[src/rtl/spi_slave_stream_if.sv]
// Bus bundle between an SPI master/back-end pair and spi_slave_stream.
// The slave modport is the DUT view. The master modport is the pin/back-end driver view.
interface spi_slave_stream_if #(
    parameter int DATA_W = 8
) ();
    logic              SS_n;
    logic              MOSI;
    logic              MISO;
    logic [DATA_W+1:0] rx_data;
    logic              rx_valid;
    logic [DATA_W-1:0] tx_data;
    logic              tx_valid;
    logic              busy;
    logic              frame_err;

    modport slave (
        input  SS_n, MOSI, tx_data, tx_valid,
        output MISO, rx_data, rx_valid, busy, frame_err
    );

    modport master (
        output SS_n, MOSI, tx_data, tx_valid,
        input  MISO, rx_data, rx_valid, busy, frame_err
    );
endinterface

[src/rtl/spi_slave_stream.sv]
// SPI slave front-end: receives command+payload frames on MOSI and optionally returns a
// back-end payload on MISO. Supports back-to-back frames, a tx_valid timeout and abort reporting.
module spi_slave_stream #(
    parameter int         DATA_W     = 8,
    parameter int         MSB_FIRST  = 1,
    parameter logic [1:0] READ_CMD   = 2'b11,
    parameter int         TX_TIMEOUT = 16
) (
    input  logic               clk,
    input  logic               rst_n,
    spi_slave_stream_if.slave  bus
);

    localparam int FRAME_W = DATA_W + 2;
    localparam int CNT_W   = $clog2(FRAME_W + 1);
    localparam int SEND_W  = $clog2(DATA_W + 1);
    localparam int TO_W    = $clog2(TX_TIMEOUT + 2);
    localparam int TO_LAST = (TX_TIMEOUT > 0) ? (TX_TIMEOUT - 1) : 0;

    localparam logic [1:0] IDLE    = 2'd0;
    localparam logic [1:0] RECV    = 2'd1;
    localparam logic [1:0] WAIT_TX = 2'd2;
    localparam logic [1:0] SEND    = 2'd3;

    logic [1:0]         state_r,    state_s;
    logic [FRAME_W-1:0] shift_r,    shift_s;
    logic [FRAME_W-1:0] frame_in_s;
    logic [CNT_W-1:0]   cnt_r,      cnt_s;
    logic [TO_W-1:0]    to_cnt_r,   to_cnt_s;
    logic [DATA_W-1:0]  tx_shift_r, tx_shift_s;
    logic [SEND_W-1:0]  send_cnt_r, send_cnt_s;
    logic               miso_r,     miso_s;
    logic [FRAME_W-1:0] rx_data_r,  rx_data_s;
    logic               rx_valid_r, rx_valid_s;
    logic               frame_err_r, frame_err_s;
    logic               busy_r,     busy_s;

    // Next-state and datapath decode; an SS_n release outside IDLE overrides all other events.
    always_comb begin
        state_s     = state_r;
        shift_s     = shift_r;
        cnt_s       = cnt_r;
        to_cnt_s    = to_cnt_r;
        tx_shift_s  = tx_shift_r;
        send_cnt_s  = send_cnt_r;
        miso_s      = miso_r;
        rx_data_s   = rx_data_r;
        rx_valid_s  = 1'b0;
        frame_err_s = 1'b0;

        if (MSB_FIRST != 0) begin
            frame_in_s = {shift_r[FRAME_W-2:0], bus.MOSI};
        end else begin
            frame_in_s = {bus.MOSI, shift_r[FRAME_W-1:1]};
        end

        if ((state_r != IDLE) && bus.SS_n) begin
            state_s     = IDLE;
            miso_s      = 1'b0;
            cnt_s       = CNT_W'(0);
            to_cnt_s    = TO_W'(0);
            send_cnt_s  = SEND_W'(0);
            frame_err_s = (state_r != RECV) || (cnt_r != CNT_W'(0));
        end else begin
            case (state_r)
                IDLE: begin
                    miso_s = 1'b0;
                    if (!bus.SS_n) begin
                        if (MSB_FIRST != 0) begin
                            shift_s = {{(FRAME_W-1){1'b0}}, bus.MOSI};
                        end else begin
                            shift_s = {bus.MOSI, {(FRAME_W-1){1'b0}}};
                        end
                        cnt_s   = CNT_W'(1);
                        state_s = RECV;
                    end else begin
                        cnt_s   = CNT_W'(0);
                    end
                end

                RECV: begin
                    shift_s = frame_in_s;
                    if (cnt_r == CNT_W'(FRAME_W - 1)) begin
                        rx_data_s  = frame_in_s;
                        rx_valid_s = 1'b1;
                        cnt_s      = CNT_W'(0);
                        to_cnt_s   = TO_W'(0);
                        if (frame_in_s[FRAME_W-1 -: 2] == READ_CMD) begin
                            state_s = WAIT_TX;
                        end else begin
                            state_s = RECV;
                        end
                    end else begin
                        cnt_s = cnt_r + CNT_W'(1);
                    end
                end

                // tx_valid is checked before the timeout so it wins a same-edge race.
                WAIT_TX: begin
                    if (bus.tx_valid) begin
                        if (MSB_FIRST != 0) begin
                            miso_s     = bus.tx_data[DATA_W-1];
                            tx_shift_s = {bus.tx_data[DATA_W-2:0], 1'b0};
                        end else begin
                            miso_s     = bus.tx_data[0];
                            tx_shift_s = {1'b0, bus.tx_data[DATA_W-1:1]};
                        end
                        send_cnt_s = SEND_W'(1);
                        to_cnt_s   = TO_W'(0);
                        state_s    = SEND;
                    end else if ((TX_TIMEOUT != 0) && (to_cnt_r == TO_W'(TO_LAST))) begin
                        frame_err_s = 1'b1;
                        to_cnt_s    = TO_W'(0);
                        cnt_s       = CNT_W'(0);
                        state_s     = RECV;
                    end else begin
                        to_cnt_s = to_cnt_r + TO_W'(1);
                    end
                end

                SEND: begin
                    if (send_cnt_r == SEND_W'(DATA_W)) begin
                        miso_s     = 1'b0;
                        send_cnt_s = SEND_W'(0);
                        cnt_s      = CNT_W'(0);
                        state_s    = RECV;
                    end else begin
                        if (MSB_FIRST != 0) begin
                            miso_s     = tx_shift_r[DATA_W-1];
                            tx_shift_s = {tx_shift_r[DATA_W-2:0], 1'b0};
                        end else begin
                            miso_s     = tx_shift_r[0];
                            tx_shift_s = {1'b0, tx_shift_r[DATA_W-1:1]};
                        end
                        send_cnt_s = send_cnt_r + SEND_W'(1);
                    end
                end

                default: begin
                    state_s = IDLE;
                    miso_s  = 1'b0;
                    cnt_s   = CNT_W'(0);
                end
            endcase
        end

        busy_s = (state_s != IDLE);
    end

    // State and output registers with asynchronous clear.
    always_ff @(posedge clk or negedge rst_n) begin
        if (!rst_n) begin
            state_r     <= IDLE;
            shift_r     <= {FRAME_W{1'b0}};
            cnt_r       <= CNT_W'(0);
            to_cnt_r    <= TO_W'(0);
            tx_shift_r  <= {DATA_W{1'b0}};
            send_cnt_r  <= SEND_W'(0);
            miso_r      <= 1'b0;
            rx_data_r   <= {FRAME_W{1'b0}};
            rx_valid_r  <= 1'b0;
            frame_err_r <= 1'b0;
            busy_r      <= 1'b0;
        end else begin
            state_r     <= state_s;
            shift_r     <= shift_s;
            cnt_r       <= cnt_s;
            to_cnt_r    <= to_cnt_s;
            tx_shift_r  <= tx_shift_s;
            send_cnt_r  <= send_cnt_s;
            miso_r      <= miso_s;
            rx_data_r   <= rx_data_s;
            rx_valid_r  <= rx_valid_s;
            frame_err_r <= frame_err_s;
            busy_r      <= busy_s;
        end
    end

    assign bus.MISO      = miso_r;
    assign bus.rx_data   = rx_data_r;
    assign bus.rx_valid  = rx_valid_r;
    assign bus.frame_err = frame_err_r;
    assign bus.busy      = busy_r;

endmodule

[src/flat_wrapper.sv]
// flat-port wrapper written by rule: the top's interface ports become plain ports
module spi_slave_stream_flat 
#(
    parameter int         DATA_W     = 8,
    parameter int         MSB_FIRST  = 1,
    parameter logic [1:0] READ_CMD   = 2'b11,
    parameter int         TX_TIMEOUT = 16
)
  (clk, rst_n, bus_SS_n, bus_MOSI, bus_tx_data, bus_tx_valid, bus_MISO, bus_rx_data, bus_rx_valid, bus_busy, bus_frame_err);
  spi_slave_stream_if #(.DATA_W(DATA_W)) bus_i ();
  input  logic clk;
  input  logic rst_n;
  input wire logic [$bits(bus_i.SS_n)-1:0] bus_SS_n;
  input wire logic [$bits(bus_i.MOSI)-1:0] bus_MOSI;
  input wire logic [$bits(bus_i.tx_data)-1:0] bus_tx_data;
  input wire logic [$bits(bus_i.tx_valid)-1:0] bus_tx_valid;
  output wire logic [$bits(bus_i.MISO)-1:0] bus_MISO;
  output wire logic [$bits(bus_i.rx_data)-1:0] bus_rx_data;
  output wire logic [$bits(bus_i.rx_valid)-1:0] bus_rx_valid;
  output wire logic [$bits(bus_i.busy)-1:0] bus_busy;
  output wire logic [$bits(bus_i.frame_err)-1:0] bus_frame_err;
  assign bus_i.SS_n = bus_SS_n;
  assign bus_i.MOSI = bus_MOSI;
  assign bus_i.tx_data = bus_tx_data;
  assign bus_i.tx_valid = bus_tx_valid;
  assign bus_MISO = bus_i.MISO;
  assign bus_rx_data = bus_i.rx_data;
  assign bus_rx_valid = bus_i.rx_valid;
  assign bus_busy = bus_i.busy;
  assign bus_frame_err = bus_i.frame_err;
  spi_slave_stream #(.DATA_W(DATA_W), .MSB_FIRST(MSB_FIRST), .READ_CMD(READ_CMD), .TX_TIMEOUT(TX_TIMEOUT)) u_core (.clk(clk), .rst_n(rst_n), .bus(bus_i));
endmodule
[config.mk]
export PLATFORM = sky130hd
export DESIGN_NAME = spi_slave_stream_flat
export DESIGN_NICKNAME = d
export VERILOG_FILES = /design/src/rtl/spi_slave_stream_if.sv /design/src/rtl/spi_slave_stream.sv /design/src/flat_wrapper.sv
export SDC_FILE = /design/constraint.sdc
export NUM_CORES = 1
export LEC_CHECK = 0
export CAP_MARGIN = 20
export CORE_ASPECT_RATIO = 0.5
export CORE_MARGIN = 2
export CORE_UTILIZATION = 40
export DETAILED_ROUTE_END_ITERATION = 7
export GPL_ROUTABILITY_DRIVEN = 0
export PLACE_DENSITY = 0.59
export SLEW_MARGIN = 20
export SYNTH_ARGS = -nofsm -noshare
export SYNTH_HDL_FRONTEND = slang
export SYNTH_SLANG_ARGS = --single-unit
export TNS_END_PERCENT = 30
[constraint.sdc]
create_clock -name clk -period 5.55 [get_ports clk]
set_input_delay 0.8325 -clock clk [delete_from_list [all_inputs] [get_ports clk]]
set_output_delay 0.8325 -clock clk [all_outputs]
set_load 0.005 [all_outputs]
Word-level counts from Yosys, hierarchy flattened
Index checks and enable logic that the tools add are counted.
{ "totals": {"ff_bits": 46, "input_bits": 13, "output_inout_bits": 14, "elab_cells": 89} }
{ "op_classes": {"add_sub_neg": 3, "n_eq_ne": 16, "muxes": 40, "bitwise_logic": 1, "n_reduce_logical": 18} }
{ "ops": {"columns": ["operator", "count"], "rows": [
  ["4-bit two-way mux", 8],
  ["5-bit two-way mux", 4],
  ["9-bit case mux with 2 select lines", 1],
  ["8-bit two-way mux", 2],
  ["4-bit case mux with 4 select lines", 1],
  ["8-bit case mux with 2 select lines", 1],
  ["2-bit two-way mux", 7],
  ["1-bit two-way mux", 11],
  ["5-bit case mux with 2 select lines", 1],
  ["9-bit two-way mux", 1],
  ["3-bit by 1-bit inequality test with 1-bit output, second input constant", 3],
  ["3-bit AND reduction", 3],
  ["4-bit by 1-bit adder with 4-bit output, second input constant", 2],
  ["4-bit == test, second input constant", 2],
  ["2-bit case mux with 4 select lines", 1],
  ["4-bit case mux with 2 select lines", 1],
  ["2-bit nonzero test", 4],
  ["4-bit nonzero test", 2],
  ["2-bit == test, second input constant", 3],
  ["2-bit inequality test, second input constant", 3],
  ["3-bit by 2-bit inequality test with 1-bit output, second input constant", 2],
  ["2-bit AND reduction", 3],
  ["3-bit nonzero test", 2],
  ["5-bit by 1-bit adder with 5-bit output, second input constant", 1],
  ["9 further kinds", 9]
]} }

Logic depth before layout (Yosys ltp)
{ "depth": {"ltp_word": 6, "mapped_depth": 8, "ltp_nobuf": 6} }

Worst setup path after synthesis
OpenSTA, ideal clock, no wires.
{ "synth_timing": {"path_kind": "in2reg", "from": "input bus_SS_n", "to": "register u_core.rx_data_r[1], in the netlist u_core.bus.rx_data[1]", "setup_ns": 0.125, "t_arrival_ns": 1.749, "t_required_ns": 5.425, "slack_ns": 3.676, "stages": 5, "n_path_buf": 2, "cell_sequence": "nor2b_1 > buf_2 > nor3_2 > buf_4 > mux2_2"} }
{ "synth_via": {"elab_chain_cells": 3} }
{ "synth_lines": {"columns": ["item", "line", "text"], "rows": [
  ["start: declaration", "flat_wrapper.sv:13", "input wire logic [$bits(bus_i.SS_n)-1:0] bus_SS_n;"],
  ["1-bit logical AND", "spi_slave_stream.sv:57", "if ((state_r != IDLE) && bus.SS_n) begin"],
  ["1-bit inverter (no source line)", null, null],
  ["3-bit AND reduction (no source line)", null, null],
  ["end signal: assignment", "spi_slave_stream.sv:160", "rx_data_r <= {FRAME_W{1'b0}};"],
  ["end signal: assignment", "spi_slave_stream.sv:172", "rx_data_r <= rx_data_s;"],
  ["end: declaration", "spi_slave_stream.sv:33", "logic [FRAME_W-1:0] rx_data_r, rx_data_s;"]
]} }
No other way between the ends.
A chain may end at the register's enable or synchronous reset.

Worst setup path after layout
{ "layout_timing": {"from": "input bus_SS_n", "to": "register u_core.rx_data_r[6], in the netlist u_core.bus.rx_data[6]"} }
The elaborated chain is that of the path after synthesis.

==> summary.md <==
| Metric | Value |
|---|---|
| Status | finished, final reports clean |
| Minimum clock period | 2844 ps |
| DRC viols | 0 |
| # fillers | 510 |
| First-pass DRT Iterations | 4 |
| Pleak | 1.227 nW |
| PD cells | 328.6 mW/mm² |
| Setup CP Type | input pin to flip-flop |
| CP Buf/Inv Count | 1 |
| Final period utilization | 51.24% |
| GRT Util Overall | 15.81% |
| Setup Fix Bufs, Post-CTS | 0 |
| Post-CTS sizing | 0 |
| Crit path DAT | 3010 ps |
| Starting DRC count in detailed routing | 101 |
| Largest net degree at the start of global routing | 46 |
| Post-DRT Antenna Nets | 0 |
| Final Hold Viols | 0 |
| Slowest cell delay on critical path | 720 ps |
| Die Span Y | 57.71 µm |
| Crit path max fanout | 14 |
| Post-synthesis sequential area ratio | 48.81% |
| Clock Skew | 3.879 ps |
| H-tree depth | 2 |
| Area Overhead vs Synth | 20.39% |
| Register Area | 0.001126 mm² |
| Drt total wl | 4757 µm |
| Commonest cells in the synthesized netlist | dfrtp_1, o21ai_0, nand2_1 |
| Total grt overflow | 0 |
| Pre-CTS setup slack | 2391 ps |
| HP Class | flip-flop to flip-flop |
| Final setup fails | 0 |
| Max Buffers Root-to-Sink | 2 |
| Final Util | 50.36% |
| RSZ-0062 raised after global routing | no |
| Core footprint | 0.005515 mm² |
| Startpoint types | input pin |
| Syn Inst Count | 207 |
| Synth Register Bits | 45 |
| Prevailing post-synth register cell | dfrtp_1 |
| WL/cell | 15.60 µm |
| Synth Net Count | 230 |
| Clock sinks | 45 |
| Area contributors post-synth | dfrtp_1, mux2_2, ha_1, a22o_1, o21ai_0 |
| Initial antenna violation count | 0 |
| Worst setup EP type | flip-flop |
| Routed vias/inst | 5.564 |
| Yosys top cell area share | 48.81% |
| Ant diodes | 0 |
| Crit-path leading delay family | simple AND/OR/NAND/NOR gates |
| Mean Syn Cell Area | 11.15 µm² |
| Worst path cell trace | clkdlybuf4s50_1, nor2b_1, nor3_2, mux2_2 |
| Total CTS buffers | 5 |
| Unique cell type count in the Yosys netlist | 49 |
| Die X | 111.4 µm |
| EDFF count, synth | 0 |
| Number of global-route vias before repair | 1,618 |
| Num rows | 19 |
| Worst slew margin | 41.01% |
| Hold-fix buffers at CTS | 0 |
| Final max-slew violation count | 0 |
| CTS tree | built |
| Sw frac | 28.63% |
| Final WS setup | 2706 ps |
| Clock power share | 36.3% |
| Area of the mapped netlist | 0.002307 mm² |
| Routed vias | 1,697 |
| CTS root buf | clkbuf_16 |
| Final TNS setup | 0 ps |
| CP Data Required Time | 5710 ps |
| Int Power | 0.0006514 W |
| Combinational share of power | 21.6% |
| Reg clk slew, reported paths | 60 ps |
| Initial core utilization | 41.83% |
| Most frequent cell after synthesis | dfrtp_1 |
| Area leader, netlist | dfrtp_1 |
| Max Fclk | 351.6 MHz |
| Slowest cell on crit path | nor3_2 |
| First-pass GRT wire length | 8121 µm |
| Max-cap viol count | 0 |
| FFs w/ async S/R, synth | 100.0% |
| Layout Nets | 255 |
| Ys Warns | 0 |
| DIE AREA | 0.006429 mm² |
| Peak supply drop | 0.0002106 V |
| Worst slew pin tran | 881.0 ps |
| Register share of total power | 42.1% |
| Clock Latency Late Sink | 280 ps |
| IO Port Bufs | 26 |
| Psw | 0.0002613 W |
| DP Wirelength | 3360 µm |
| Fraction of layout cells with a size suffix above 1 | 12.93% |
| Area of the multi-input gates | 0.001101 mm² |
| I/O pin count | 27 |
placed cells by master (no fill, tap or decap), types with 4 or more instances in the layout:
| cell type | n |
|---|---|
| mux2_2 | 12 |
| clkdlybuf4s50_1 | 25 |
| nand2_1 | 13 |
| inv_1 | 9 |
| mux2i_1 | 7 |
| nand3_1 | 11 |
| nor2_1 | 5 |
| o21ai_0 | 15 |
| ha_1 | 10 |
| dfrtp_1 | 45 |
| a22o_1 | 12 |
| clkbuf_16 | 5 |
| nand2b_1 | 4 |
flip-flops by register name, indices dropped and copies added (netlist names):
| signal | count |
|---|---|
| u_core.bus.MISO | 1 |
| u_core.bus.busy | 1 |
| u_core.bus.frame_err | 1 |
| u_core.bus.rx_data | 10 |
| u_core.bus.rx_valid | 1 |
| u_core.cnt_r | 4 |
| u_core.send_cnt_r | 4 |
| u_core.shift_r | 9 |
| u_core.state_r | 2 |
| u_core.to_cnt_r | 5 |
| u_core.tx_shift_r | 7 |
layer usage:
| layer | share of wire, % | vias up | track usage (%) |
|---|---|---|---|
| met1 | 53 | 845 | 23.81 |
| met5 | 0 | - | 0 |
| met3 | 3.6 | 2 | 4.603 |
| li1 | - | 817 | - |
| met2 | 44 | 33 | 23.61 |
| met4 | 0.17 | 0 | 1.587 |
final timing paths:
check                                                 startpoint                                end  slack [ps]  depth (start not counted)
worst max-delay path                                    bus_SS_n  u_core.bus.rx_data[6]$_DFFE_PN0P_        2710                          4
worst min-delay path            u_core.tx_shift_r[7]$_DFFE_PN0P_   u_core.tx_shift_r[7]$_DFFE_PN0P_         480                          2
worst max register to register       u_core.state_r[0]$_DFF_PN0_  u_core.bus.rx_data[6]$_DFFE_PN0P_        3030                          5
worst min register to register  u_core.tx_shift_r[7]$_DFFE_PN0P_   u_core.tx_shift_r[7]$_DFFE_PN0P_         480                          2
max in group asynchronous                                  rst_n     u_core.to_cnt_r[4]$_DFFE_PN0P_        4620                          1
min in group asynchronous                                  rst_n      u_core.bus.rx_valid$_DFF_PN0_         540                          1
kinds of logic after synthesis:
logic type / count (synthesis) / synth area share (%)
compound gates: 53 / 16.70
xor+xnor: 1 / 0.3797
fa+ha+maj: 10 / 5.423
buf+inv: 18 / 3.470
flops: 45 / 48.81
mux: 19 / 8.894
simple gates: 61 / 16.32
area by class of cell:
type,instances,area share (%)
clock buffers,5,4.505
clock inverters,2,1.396
inverters,10,1.351
multi-input cells,144,39.64
flip-flops and latches,45,40.54
well taps,73,3.288
repair buffers,26,9.279
stage by stage:
stage	instance area (µm²)	power, W	instances	hold WS (ps)
floorplan	2307	0.0005210	207	449.6
global placement	2611	0.0005834	298	461.3
detailed placement	2611	0.0005870	298	474.6
CTS	2775	0.0009212	305	489.5
global route	2778	0.0009701	305	522.6
finish	2778	0.0009127	305	482.8
worst register-to-register path, delay by kind of cell (launching register included):
kind,cells,cell delay [ps]
and+or+nand+nor,2,1010
buffers and inverters,1,110
muxes,1,420
DFF,1,440
adders and majority gates,1,430
power groups by stage:
stage	clock network (W)	logic [W]	registers (W)
after floorplan	0	0.000138	0.000383
after global routing	0.000362	0.000219	0.000390
after detailed placement	0	0.000197	0.000390
final	0.000331	0.000197	0.000384
after CTS	0.000339	0.000198	0.000384
after global placement	0	0.000194	0.000389
Power figures use the tool's default switching activity.
